File: src/rtl/button_ud_pulser.sv
// rtl/button_ud_pulser.sv - two-button synchronise/debounce/press-pulse front end for the up/down counter
// Optional hold-to-repeat pulses are enabled by defining AUTO_REPEAT_EN.
module button_ud_pulser #(
  parameter int ACTIVE_LOW    = 1,
  parameter int DEB_CYCLES    = 240000,
  parameter int HOLD_CYCLES   = 6000000,
  parameter int REPEAT_CYCLES = 1200000
) (
  input  logic clk,
  input  logic reset,
  input  logic btn_up,
  input  logic btn_down,
  output logic up,
  output logic down,
  output logic up_held,
  output logic down_held
);

  typedef enum logic [1:0] {IDLE, WAIT_PRESS, PRESSED, WAIT_RELEASE} state_t;

`ifdef AUTO_REPEAT_EN
  localparam int MAX_DH    = (DEB_CYCLES > HOLD_CYCLES) ? DEB_CYCLES : HOLD_CYCLES;
  localparam int MAX_COUNT = (MAX_DH > REPEAT_CYCLES) ? MAX_DH : REPEAT_CYCLES;
`else
  localparam int MAX_COUNT = DEB_CYCLES;
`endif
  localparam int CW = (MAX_COUNT > 1) ? $clog2(MAX_COUNT) : 1;
  localparam logic [CW-1:0] DEB_LAST = CW'(DEB_CYCLES - 1);

  // Index 0 is the up button, index 1 the down button; 1 always means pressed.
  logic [1:0] raw_pressed;
  logic [1:0] meta_q;
  logic [1:0] s_q;

  assign raw_pressed = (ACTIVE_LOW != 0) ? ~{btn_down, btn_up} : {btn_down, btn_up};

  always_ff @(posedge clk or negedge reset) begin
    if (!reset) begin
      meta_q <= '0;
      s_q    <= '0;
    end else begin
      meta_q <= raw_pressed;
      s_q    <= meta_q;
    end
  end

  state_t        state_q [2];
  state_t        state_d [2];
  logic [CW-1:0] cnt_q   [2];
  logic [CW-1:0] cnt_d   [2];
  logic [1:0]    press_pulse;
  logic [1:0]    fire;

  always_ff @(posedge clk or negedge reset) begin
    if (!reset) begin
      for (int i = 0; i < 2; i++) begin
        state_q[i] <= IDLE;
        cnt_q[i]   <= '0;
      end
    end else begin
      for (int i = 0; i < 2; i++) begin
        state_q[i] <= state_d[i];
        cnt_q[i]   <= cnt_d[i];
      end
    end
  end

  always_comb begin
    press_pulse = '0;
    for (int i = 0; i < 2; i++) begin
      state_d[i] = state_q[i];
      cnt_d[i]   = cnt_q[i];
      case (state_q[i])
        IDLE: begin
          if (s_q[i]) begin
            state_d[i] = WAIT_PRESS;
            cnt_d[i]   = '0;
          end
        end
        WAIT_PRESS: begin
          if (!s_q[i]) begin
            state_d[i] = IDLE;
          end else if (cnt_q[i] == DEB_LAST) begin
            state_d[i]     = PRESSED;
            press_pulse[i] = 1'b1;
          end else begin
            cnt_d[i] = cnt_q[i] + 1'b1;
          end
        end
        PRESSED: begin
          if (!s_q[i]) begin
            state_d[i] = WAIT_RELEASE;
            cnt_d[i]   = '0;
          end
        end
        WAIT_RELEASE: begin
          // A bounce back to pressed resumes the held state silently.
          if (s_q[i]) begin
            state_d[i] = PRESSED;
          end else if (cnt_q[i] == DEB_LAST) begin
            state_d[i] = IDLE;
          end else begin
            cnt_d[i] = cnt_q[i] + 1'b1;
          end
        end
        default: state_d[i] = IDLE;
      endcase
    end
  end

`ifdef AUTO_REPEAT_EN
  localparam logic [CW-1:0] HOLD_LAST = CW'(HOLD_CYCLES - 1);
  localparam logic [CW-1:0] REP_LAST  = CW'(REPEAT_CYCLES - 1);

  logic [CW-1:0] rcnt_q [2];
  logic [CW-1:0] rcnt_d [2];
  logic [1:0]    rep_phase_q;
  logic [1:0]    rep_phase_d;
  logic [1:0]    rep_pulse;

  always_ff @(posedge clk or negedge reset) begin
    if (!reset) begin
      rep_phase_q <= '0;
      for (int i = 0; i < 2; i++) rcnt_q[i] <= '0;
    end else begin
      rep_phase_q <= rep_phase_d;
      for (int i = 0; i < 2; i++) rcnt_q[i] <= rcnt_d[i];
    end
  end

  // First wait is HOLD_CYCLES, then every REPEAT_CYCLES; any other state restarts it.
  always_comb begin
    rep_pulse   = '0;
    rep_phase_d = '0;
    for (int i = 0; i < 2; i++) begin
      rcnt_d[i] = '0;
      if (state_q[i] == PRESSED && s_q[i]) begin
        if (rep_phase_q[i] ? (rcnt_q[i] == REP_LAST) : (rcnt_q[i] == HOLD_LAST)) begin
          rep_pulse[i]   = 1'b1;
          rep_phase_d[i] = 1'b1;
        end else begin
          rcnt_d[i]      = rcnt_q[i] + 1'b1;
          rep_phase_d[i] = rep_phase_q[i];
        end
      end
    end
  end

  assign fire = press_pulse | rep_pulse;
`else
  // Repeat timing has no effect in this build.
  if (HOLD_CYCLES < 1 || REPEAT_CYCLES < 1) begin : g_repeat_cfg_inert
  end

  assign fire = press_pulse;
`endif

  // Coincident strobes cancel so the counter never sees up and down together.
  always_ff @(posedge clk or negedge reset) begin
    if (!reset) begin
      up   <= 1'b0;
      down <= 1'b0;
    end else begin
      up   <= fire[0] & ~fire[1];
      down <= fire[1] & ~fire[0];
    end
  end

  assign up_held   = (state_q[0] == PRESSED) || (state_q[0] == WAIT_RELEASE);
  assign down_held = (state_q[1] == PRESSED) || (state_q[1] == WAIT_RELEASE);

endmodule

File: config.mk
export PLATFORM = sky130hd
export DESIGN_NAME = button_ud_pulser
export DESIGN_NICKNAME = d
export VERILOG_FILES = /design/src/rtl/button_ud_pulser.sv
export SDC_FILE = /design/constraint.sdc
export NUM_CORES = 1
export LEC_CHECK = 0
export ABC_CLOCK_PERIOD_IN_PS = 5400
export CELL_PAD_IN_SITES_DETAIL_PLACEMENT = 1
export CELL_PAD_IN_SITES_GLOBAL_PLACEMENT = 2
export CORE_MARGIN = 2
export CORE_UTILIZATION = 43
export DETAILED_ROUTE_END_ITERATION = 6
export PLACE_DENSITY_LB_ADDON = 0.25
export RECOVER_POWER = 25
export SYNTH_ARGS = -nofsm -noshare
export SYNTH_HDL_FRONTEND = slang
export SYNTH_SLANG_ARGS = --single-unit
File: constraint.sdc
create_clock -name clk -period 5.4 [get_ports clk]
set_clock_uncertainty 0.05 [all_clocks]
set_input_delay 1.08 -clock clk [delete_from_list [all_inputs] [get_ports clk]]
set_output_delay 1.08 -clock clk [all_outputs]
set_load 0.02 [all_outputs]
Word-level counts from Yosys, hierarchy flattened
Cells that the tools add are included.

operators by class
  $add $sub $neg = 2
  $mul = 0
  div/mod/pow operators = 0
  magnitude comparators = 0
  equal/unequal tests = 20
  shift-type cells = 0
  muxes and demuxes = 32
  bitwise gates (word level) = 5
  reduce and logical (&&, ||, !) cells = 8

operator list
  cell                   count
  $mux 18                10
  $pmux 18 s4            2
  $add 18x1->18 const B  2
  $eq 18x18->1 const B   2
  $mux 2                 12
  $ne 2x2->1 const B     8
  $pmux 2 s4             2
  $reduce_and 4->1       4
  $ne 3x3->1 const B     4
  $eq 2x2->1 const B     4
  $mux 1                 6
  $eq 2x1->1 const B     2
  $logic_not 2->1        2
  $and 1x1->1            2
  $logic_or 1x1->1       2
  $not 1->1              2
  $not 2->2              1

word-level totals
  bits in registers = 46
  bits in latches = 0
  bits in writable memories = 0
  bits in read-only memories = 0
  output and inout bits = 4
  logic and storage cells = 75
  memories = 0

Logic depth before layout (Yosys ltp)
  depth after elaboration = 6
  mapped depth = 8

Worst setup path before layout
Ideal clock, no wire load.

  path kind = register -> register
  from = reg cnt_q[0] (netlist name)
  to = reg cnt_q[11] (netlist name)
  setup time = 0.118 ns
  data arrival time = 1.966 ns
  required time = 5.232 ns
  slack = 3.266 ns
  cell stages (with the launch flop) = 8
  buffers on the path = 1
  period minus slack after synthesis = 2.134 ns
  cell sequence = dfrtp_1 -> ha_1 -> nand3_4 -> or4b_4 -> buf_6 -> o211a_1 -> a21o_2 -> a21o_1

on the way
  longest elaborated chain between the ends = 4
  elaborated cells on any way between the ends = 6
  classes of those cells = add/sub: 1; eq/ne: 1; mux: 4

RTL lines
  element                                        line     text
  start, declared                                49       logic [CW-1:0] cnt_q [2];
  start signal, assigned by index                63       cnt_q[i] <= cnt_d[i];
  $add 18x1->18 or $eq 18x18->1 (tied branches)  -
  $mux 18 (*)                                    83, 100
  $mux 18, on equally long branches              98, 81
  $pmux 18 s4 (*)                                73       case (state_q[i])

Mark *: on every way between the ends. The rest lies on a longest branch, timed or not. The select of a mux whose other input is x is not followed.
A chain may end at the register's enable or synchronous reset.

==> results.sh <==
export IMPL_status="finished, violations left"
export IMPL_failing_checks="max-capacitance violations, max-slew violations"
export IMPL_rsz0062_at_grt="no"
export IMPL_cp_required_ns=5.24
export IMPL_critical_path_cell_count=1
export IMPL_buffer_ports_inserted=7
export IMPL_grt_max_degree=47
export IMPL_htree_num_levels=2
export IMPL_synthXorXnorAreaFrac_pct=4.534
export IMPL_die_height_um=80.42
export IMPL_critical_path_slowest_cell="sky130_fd_sc_hd__clkbuf_1"
export IMPL_syn_instance_count=258
export IMPL_worst_r2r_path_depth=6
export IMPL_layout_cells_non_filler=335
export IMPL_critPathMaxFanout=46
export IMPL_nFillCells=647
export IMPL_buffer_levels_on_the_longest_clock_path=2
export IMPL_timing_max_slew_rel_slack_pct=-64.27
export IMPL_drc_errors=0
export IMPL_overall_routed_net_length_mm=5.682
export IMPL_synth_fa_ha_area_share_pct=0.9965
export IMPL_share_of_post_route_cells_with_drive_strength_above_1_pct=9.506
export IMPL_nets_in_the_synthesized_netlist=264
export IMPL_grt_antenna_before_repair=0
export IMPL_post_cts_repair_setup_buffers=0
export IMPL_path_type_of_the_worst_setup_path="in -> async"
export IMPL_detailed_place_hpwl_mm=4.038
export IMPL_endpoint_kind="asynchronous set/reset pin"
export IMPL_synth_main_ff_cell="sky130_fd_sc_hd__dfrtp_1"
export IMPL_hold_path_cell_count=0
export IMPL_achievable_frequency_mhz=335.5
export IMPL_yosys_warnings=0
export IMPL_synth_async_reset_ratio_pct=100.0
export IMPL_final_min_clock_period_ns=2.980
export IMPL_post_cts_resized_instances=0
export IMPL_clk_transition_reported_paths_ns=0.08
export IMPL_drv_max_cap_violation_count=1
export IMPL_cts_sinks=46
export IMPL_crit_path_start_kind="input pin"
export IMPL_ctsHoldBuffers=0
export IMPL_area_growth_pct=7.075
export IMPL_peakVddDrop_mv=0.1223
export IMPL_detail_route_first_pass_iterations=4
export IMPL_synth_top_family_by_area="simple AND/OR/NAND/NOR gates"
export IMPL_dieArea_mm2=0.006467
export IMPL_seq_area_frac_synth_pct=45.84
export IMPL_synth_top_cell_area_share_pct=45.84
export IMPL_first_global_vias=2070
export IMPL_clock_tree_from_tritoncts="done"
export IMPL_final_net_count=269
export IMPL_overflow=0
export IMPL_yosys_cell_count_top_type="sky130_fd_sc_hd__dfrtp_1"
export IMPL_grt_usage_pct=20.29
export IMPL_dr_first_iter_drc_count=77
export IMPL_slew_violations=47
export IMPL_gp_congestion=0.8064
export IMPL_arrival_ns=2.82
export IMPL_dieWidth_um=80.42
export IMPL_placementRows=27
export IMPL_finalHoldViolCount=0
export IMPL_synth_top_cells_by_count="46 x sky130_fd_sc_hd__dfrtp_1, 26 x sky130_fd_sc_hd__nand2_1, 19 x sky130_fd_sc_hd__nor2_1"
export IMPL_placed_cells=328
export IMPL_netlist_top_cells_area="sky130_fd_sc_hd__dfrtp_1 46%, sky130_fd_sc_hd__nand2_1 3.9%, sky130_fd_sc_hd__xor2_1 3.1%"
export IMPL_cts_buffers_inserted=5
export IMPL_synth_compound_gate_area_share_pct=16.04
export IMPL_yosys_mux_area_fraction_pct=2.890
export IMPL_share_of_the_clock_period_used_by_the_worst_path_pct=55.19
export IMPL_synth_edf_count=0
export IMPL_worst_path_buf_inv=1
export IMPL_yosys_area_top_type="sky130_fd_sc_hd__dfrtp_1"
export IMPL_lkg_pwr_nw=1.157
export IMPL_yosys_cell_types_count=56
export IMPL_post_drt_via_cell_ratio=5.722
export IMPL_path_delay_family="buffers and inverters"
export IMPL_insertion_delay_ns=0.29
export IMPL_wire_per_inst_um=16.96
export IMPL_power_density_mw_per_mm2=232.2
export IMPL_core_area_mm2=0.005574
export IMPL_drtAntennaViolNets=0
export IMPL_multiInputGateArea_mm2=0.001259
export IMPL_timing_hold_worst_class="reg -> reg"
export IMPL_grt_first_pass_wirelength_mm=10.05
export IMPL_ios=8
export IMPL_synth_simple_area_share_pct=25.66
export IMPL_cp_slowest_stage_delay_ns=1.72
export IMPL_antennaDiodeCount=0
export IMPL_synth_area_per_cell_um2=9.733
export IMPL_synth_ff_latch_count=46
export IMPL_syn_area_mm2=0.002511
export IMPL_register_cell_area_after_layout_mm2=0.001151
export IMPL_final_number_of_setup_violating_endpoints=0
export IMPL_worst_slew_pin_transition_ns=2.464
export IMPL_setup_tns_ns=0
export IMPL_via_count=1917
export IMPL_cts_root_buffer="sky130_fd_sc_hd__clkbuf_8"
export IMPL_floorplan_initialDensity_pct=45.05
export IMPL_crit_path_cell_trace="clkbuf_1"
[state kept, by name, summed over array words and instances (netlist names), named ones only]
name / flops
s_q: 2
state_q: 2
down: 1
meta_q: 2
cnt_q: 36
up: 1
[stage by stage]
step	worst slack, ns	hold slack [ns]	total power [mW]	cell area, um2	utilization [%]
floorplan	3.266	0.2812	0.4128	2511	-
global placement	3.061	0.2858	0.4314	2614	46.89
detailed placement	3.011	0.2950	0.4336	2614	46.89
CTS	2.843	0.3137	0.6384	2690	48.26
global route	1.854	0.3207	0.6551	2689	48.24
finish	2.420	0.3072	0.6243	2689	48.24
[logic make-up (layout without fill, tap and decap cells)]
logic type      after synthesis  in the layout
xor+xnor                     13             13
fa+ha+maj                     2              2
buf+inv                      21             26
compound gates               53             53
simple gates                116            116
mux                           7              7
flops                        46             46
[final timing paths]
path	startpoint	end	slack, ns
setup reg to reg	cnt_q[0]$_DFFE_PN0P_	cnt_q[13]$_DFFE_PN0P_	2.99
min in group asynchronous	reset	cnt_q[31]$_DFFE_PN0P_	1.50
hold reg to reg	meta_q[0]$_DFF_PN0_	s_q[0]$_DFF_PN0_	0.31
max in group clk	flop	down_held	2.85
setup / recovery	reset	cnt_q[23]$_DFFE_PN0P_	2.42
hold / removal	meta_q[0]$_DFF_PN0_	s_q[0]$_DFF_PN0_	0.31
[where the power goes]
group / internal, mW / switching (mW) / leakage (nW) / total, mW
registers: 0.356 / 0.0212 / 0.624 / 0.377
clock network: 0.0894 / 0.110 / 0.0383 / 0.200
logic: 0.0180 / 0.0294 / 0.495 / 0.0473
total: 0.463 / 0.161 / 1.16 / 0.624
[final cells by class]
type,count,share of cell area (%)
inverter,11,1.536
sequential,46,42.81
multi-input combinational,191,46.81
timing repair buffer,8,2.652
clock buffer,7,2.839
tap,72,3.350
[layout by cell type (no fill, tap or decap), types with 8 or more instances in the layout]
cell type	synthesis	layout
sky130_fd_sc_hd__dfrtp_1	46	46
sky130_fd_sc_hd__nand2_1	26	26
sky130_fd_sc_hd__nor2_1	19	19
sky130_fd_sc_hd__nand3_1	15	15
sky130_fd_sc_hd__nor3_1	13	13
sky130_fd_sc_hd__inv_1	11	11
sky130_fd_sc_hd__a21oi_1	11	11
sky130_fd_sc_hd__xor2_1	9	9
sky130_fd_sc_hd__nand4_1	8	8
[per-layer routing]
metal / up-vias / track usage [%] / part of all wire, %
li1: 945 / - / -
met1: 953 / 24.45 / 46
met2: 14 / 36.50 / 51
met3: 5 / 3.708 / 2.0
met4: 0 / 6.271 / 0.97
met5: - / 0 / 0
No activity file was read; power rests on OpenSTA's default activity.
